==> config.mk <==
export PLATFORM = sky130hd
export DESIGN_NAME = uart_rx
export DESIGN_NICKNAME = d
export VERILOG_FILES = /design/src/rtl/uart_rx.sv
export SDC_FILE = /design/constraint.sdc
export NUM_CORES = 1
export LEC_CHECK = 0
export ABC_AREA = 1
export BUFFER_PORTS_ARGS = -buffer_cell sky130_fd_sc_hd__buf_2
export CORE_AREA = 8 8 64 66
export DETAILED_ROUTE_END_ITERATION = 10
export DIE_AREA = 0 0 72 74
export GPL_TIMING_DRIVEN = 0
export HOLD_SLACK_MARGIN = 0.1
export PLACE_DENSITY = 0.72
export SETUP_SLACK_MARGIN = 0.05
export SLEW_MARGIN = 20
export SYNTH_ARGS = -nofsm -noshare
export SYNTH_HDL_FRONTEND = slang
export SYNTH_SLANG_ARGS = --single-unit
==> constraint.sdc <==
create_clock -name clk -period 3 [get_ports clk]
set_clock_uncertainty 0.1 [all_clocks]
set_input_delay 0.6 -clock clk [delete_from_list [all_inputs] [get_ports clk]]
set_output_delay 0.6 -clock clk [all_outputs]
set_load 0.005 [all_outputs]
==> src/rtl/uart_rx.sv <==
// uart_rx: 8N1-style serial receiver driven by an oversampling tick.
// Emits one data_valid pulse per good frame and flags framing errors.
module uart_rx #(
  parameter int DATA_BITS  = 8,
  parameter int OVERSAMPLE = 16
) (
  input  logic                 clk,
  input  logic                 reset,
  input  logic                 baud_tick,
  input  logic                 rx,
  output logic [DATA_BITS-1:0] data,
  output logic                 data_valid,
  output logic                 frame_error,
  output logic                 busy
);

  localparam int TW = $clog2(OVERSAMPLE);
  localparam int BW = $clog2(DATA_BITS + 1);

  localparam logic [TW-1:0] HALF_M1 = TW'(OVERSAMPLE / 2 - 1);
  localparam logic [TW-1:0] FULL_M1 = TW'(OVERSAMPLE - 1);
  localparam logic [BW-1:0] LAST_B  = BW'(DATA_BITS - 1);

  typedef enum logic [2:0] {
    S_IDLE,
    S_START,
    S_DATA,
    S_STOP,
    S_BREAK
  } state_e;

  state_e state_q, state_d;

  logic rx_meta_q;
  logic rx_sync_q;

  logic [TW-1:0] tick_q, tick_d;
  logic [BW-1:0] bit_q, bit_d;

  logic [DATA_BITS-1:0] shift_q, shift_d;
  logic [DATA_BITS-1:0] data_q, data_d;

  logic valid_q, valid_d;
  logic ferr_q, ferr_d;

  logic at_half;
  logic at_full;

  // Two-flop synchronizer; idles high so reset never looks like a start bit
  always_ff @(posedge clk) begin
    if (reset) begin
      rx_meta_q <= 1'b1;
      rx_sync_q <= 1'b1;
    end else begin
      rx_meta_q <= rx;
      rx_sync_q <= rx_meta_q;
    end
  end

  assign at_half = baud_tick && (tick_q == HALF_M1);
  assign at_full = baud_tick && (tick_q == FULL_M1);

  // State register
  always_ff @(posedge clk) begin
    if (reset) begin
      state_q <= S_IDLE;
    end else begin
      state_q <= state_d;
    end
  end

  // Next-state logic; every decision is qualified by baud_tick
  always_comb begin
    state_d = state_q;
    unique case (state_q)
      S_IDLE: begin
        if (baud_tick && !rx_sync_q) begin
          state_d = S_START;
        end
      end
      S_START: begin
        if (at_half) begin
          state_d = rx_sync_q ? S_IDLE : S_DATA;
        end
      end
      S_DATA: begin
        if (at_full && (bit_q == LAST_B)) begin
          state_d = S_STOP;
        end
      end
      S_STOP: begin
        if (at_full) begin
          state_d = rx_sync_q ? S_IDLE : S_BREAK;
        end
      end
      S_BREAK: begin
        if (baud_tick && rx_sync_q) begin
          state_d = S_IDLE;
        end
      end
      default: state_d = S_IDLE;
    endcase
  end

  // Counters and shift register; they only move on baud_tick
  always_comb begin
    tick_d  = tick_q;
    bit_d   = bit_q;
    shift_d = shift_q;
    data_d  = data_q;
    if (baud_tick) begin
      unique case (state_q)
        S_IDLE: begin
          tick_d = '0;
          bit_d  = '0;
        end
        S_START: begin
          if (tick_q == HALF_M1) begin
            tick_d = '0;
            bit_d  = '0;
          end else begin
            tick_d = tick_q + TW'(1);
          end
        end
        S_DATA: begin
          if (tick_q == FULL_M1) begin
            tick_d  = '0;
            bit_d   = bit_q + BW'(1);
            shift_d = {rx_sync_q, shift_q[DATA_BITS-1:1]};
          end else begin
            tick_d = tick_q + TW'(1);
          end
        end
        S_STOP: begin
          if (tick_q == FULL_M1) begin
            tick_d = '0;
            if (rx_sync_q) begin
              data_d = shift_q;
            end
          end else begin
            tick_d = tick_q + TW'(1);
          end
        end
        S_BREAK: begin
          tick_d = '0;
        end
        default: begin
          tick_d = '0;
          bit_d  = '0;
        end
      endcase
    end
  end

  // Datapath registers
  always_ff @(posedge clk) begin
    if (reset) begin
      tick_q  <= '0;
      bit_q   <= '0;
      shift_q <= '0;
      data_q  <= '0;
    end else begin
      tick_q  <= tick_d;
      bit_q   <= bit_d;
      shift_q <= shift_d;
      data_q  <= data_d;
    end
  end

  // Output decode: stop-bit sample decides valid versus framing error
  always_comb begin
    valid_d = 1'b0;
    ferr_d  = 1'b0;
    if ((state_q == S_STOP) && at_full) begin
      valid_d = rx_sync_q;
      ferr_d  = !rx_sync_q;
    end
  end

  // Pulse registers, aligned with the data update
  always_ff @(posedge clk) begin
    if (reset) begin
      valid_q <= 1'b0;
      ferr_q  <= 1'b0;
    end else begin
      valid_q <= valid_d;
      ferr_q  <= ferr_d;
    end
  end

  assign data        = data_q;
  assign data_valid  = valid_q;
  assign frame_error = ferr_q;
  assign busy        = (state_q != S_IDLE);

endmodule

==> qor.yml <==
met2_length_um: 1230
area_growth_pct: 13.1
crit_arrival_ps: 1080
ant_nets: 0
cellPowerDensity_nw_per_um2: 666
vias_per_cell: 4.78
io_pins: 15
netlist_area_um2: 1370
die_y_um: 74
design.core.area_um2: 3180
drive_gt1_share_pct: 17.5
maxCapViolations: 0
fin_crit_sh_pct: 59.5
rsz0062_at_grt: "no"
status: "complete, no violations"
post-place-ws_ps: 1290
fin_ws_ps: 1220
top_layer_used: "met4"
yosys.area.top_type: "dfxtp_1"
cts.sinks: 31
synthCells: 196
ys_types: 23
tightest_slew_ps: 442
finalMaxSlewViolations: 0
gp_congestion: 0.861
grt.overflow.total: 0
die_w_um: 72
tns_ps: 0
cts.path.max_buffers: 2
vdd_drop_max_mv: 0.364
drt_iter0_drc: 68
track_usage_pct: 11.8
cts_root_buf: "clkbuf_4"
grt_pass1_vias: 1181
grt_pass1_wl_um: 4950
die_area_um2: 5330
vias: 1256
start_util_pct: 43.2
relSlewSlack_pct: 70.6
hold_path.class: "reg -> reg"
cts_tree: "yes"
numPortBuffers: 13
wl_met3_um: 169
hold_violations: 0
wirelength_um: 2810
cts_resized: 0
critPathCaptureType: "primary output"
wirelength_met1_um: 1360
cts_made_buffers: 5
ys_warn_count: 0
leakage_nw: 0.723
drcViolationCount: 0
period_minus_slack_ps: 1780
finalSetupViolCount: 0
cp.required_ps: 2300
synth_top_area_share_pct: 45.2
critPathMaxFanout: 7
wire_per_inst_um: 10.7
ys_ff_latch: 31
antenna_found_initial: 0
synthTopCellsByArea: "dfxtp_1 (45%), nor2_1 (15%), nand2_1 (8.8%)"
diodes: 0
grt_max_degree: 12
first_pass_iters: 4
cts_htree_levels: 2
fillers: 329
final_nets: 222
hpwlAfterDp_um: 2030
postCtsHoldBufs: 0
yosysSeqAreaShare_pct: 45.2
path_clk_slew_ps: 90
syn_avg_cell_area_um2: 7.00
path_class: "reg -> out"
startpoint_type: "register"
rows: 21
synth_nets: 202
max_freq_mhz: 561
clk_latency_ps: 350
cts_setup_buffers: 0
## final cells by class
| cell class | instances | area (um2) | share of cell area (%) |
|---|---|---|---|
| multi-input combinational | 147 | 679 | 43.8 |
| sequential | 31 | 621 | 40.0 |
| timing repair buffer | 13 | 65.1 | 4.19 |
| tap | 46 | 57.6 | 3.71 |
| inverter | 14 | 52.6 | 3.38 |
| clock buffer | 5 | 37.5 | 2.42 |
| clock inverter | 3 | 20.0 | 1.29 |
| buffer | 4 | 20.0 | 1.29 |
## report_power, final
group          internal, mW  switching (mW)  total (mW)
registers             0.438          0.0368       0.474
clock network        0.0893           0.156       0.246
logic                 0.109           0.204       0.314
total                 0.636           0.397        1.03
## layer usage
| layer | up-vias | global-route usage, % |
|---|---|---|
| met3 | 6 | 6.06 |
| li1 | 673 | - |
| met5 | - | 0 |
| met1 | 552 | 13.0 |
| met2 | 25 | 17.4 |
| met4 | 0 | 7.94 |
## cells in the final DEF, fill, tap and decap left out
cell type	Yosys	layout
clkinv_2	0	1
o21a_1	1	1
clkinvlp_4	0	2
nor2_2	4	4
ha_1	2	2
nor3_1	3	3
or2_2	2	2
buf_1	1	1
nand2_1	32	32
buf_4	1	1
inv_2	4	4
inv_1	10	10
buf_2	1	14
o21ai_1	3	3
nand3_2	2	2
nand4_2	1	1
a21oi_1	12	12
nand2_2	1	1
o21ai_0	15	15
nand4_1	1	1
dfxtp_1	31	31
clkbuf_4	0	5
nor2_4	1	1
clkbuf_1	1	1
nand3_1	13	13
nor2_1	54	54
## kinds of logic (layout without fill, tap and decap cells)
| group | Yosys count | count (layout) | share of synthesized area, % |
|---|---|---|---|
| buffers and inverters | 18 | 39 | 5.29 |
| AND/OR/NAND/NOR | 114 | 114 | 36.2 |
| flip-flops | 31 | 31 | 45.2 |
| adder cells (fa/ha/maj) | 2 | 2 | 1.82 |
| AO/OA/AOI/OAI | 31 | 31 | 11.5 |
## per-stage QoR
step / hold slack, ps / instances / cell area (um2) / util, % / total power, mW
floorplan: 289 / 196 / 1370 / - / 0.725
global placement: 296 / 255 / 1500 / 47.0 / 0.792
detailed placement: 315 / 255 / 1500 / 47.0 / 0.797
CTS: 333 / 263 / 1550 / 48.8 / 1.04
global route: 324 / 263 / 1550 / 48.8 / 1.11
finish: 334 / 263 / 1550 / 48.8 / 1.03
## worst max-delay path, cell delays in order (launching register included)
cell and delay, ps:
dfxtp_1 470, nor2_1 100, nand2_1 70, buf_2 110
## final timing paths
path | from | endpoint | slack, ps | cells past startpoint
setup / recovery | state_q[2]$_SDFFE_PP0P_ | busy | 1220 | 3
hold / removal | rx_meta_q$_SDFF_PP1_ | rx_sync_q$_SDFF_PP1_ | 330 | 1
setup reg to reg | tick_q[0]$_SDFFE_PP0P_ | bit_q[1]$_SDFFE_PP0P_ | 1420 | 9
hold reg to reg | rx_meta_q$_SDFF_PP1_ | rx_sync_q$_SDFF_PP1_ | 330 | 1
## flip-flops by register name (all words and copies together) (netlist names)
name / flops
rx_sync_q: 1
frame_error: 1
data_valid: 1
state_q: 3
tick_q: 4
bit_q: 4
data: 8
rx_meta_q: 1
shift_q: 8
## cells in the mapped netlist (all sizes together)
master / instances
clkbuf: 1
a21oi: 12
buf: 3
nand4: 2
nor2: 59
ha: 2
nand2: 33
inv: 14
dfxtp: 31
nand3: 15
nor3: 3
o21a: 1
o21ai: 18
or2: 2
Power figures use the tool's default switching activity.
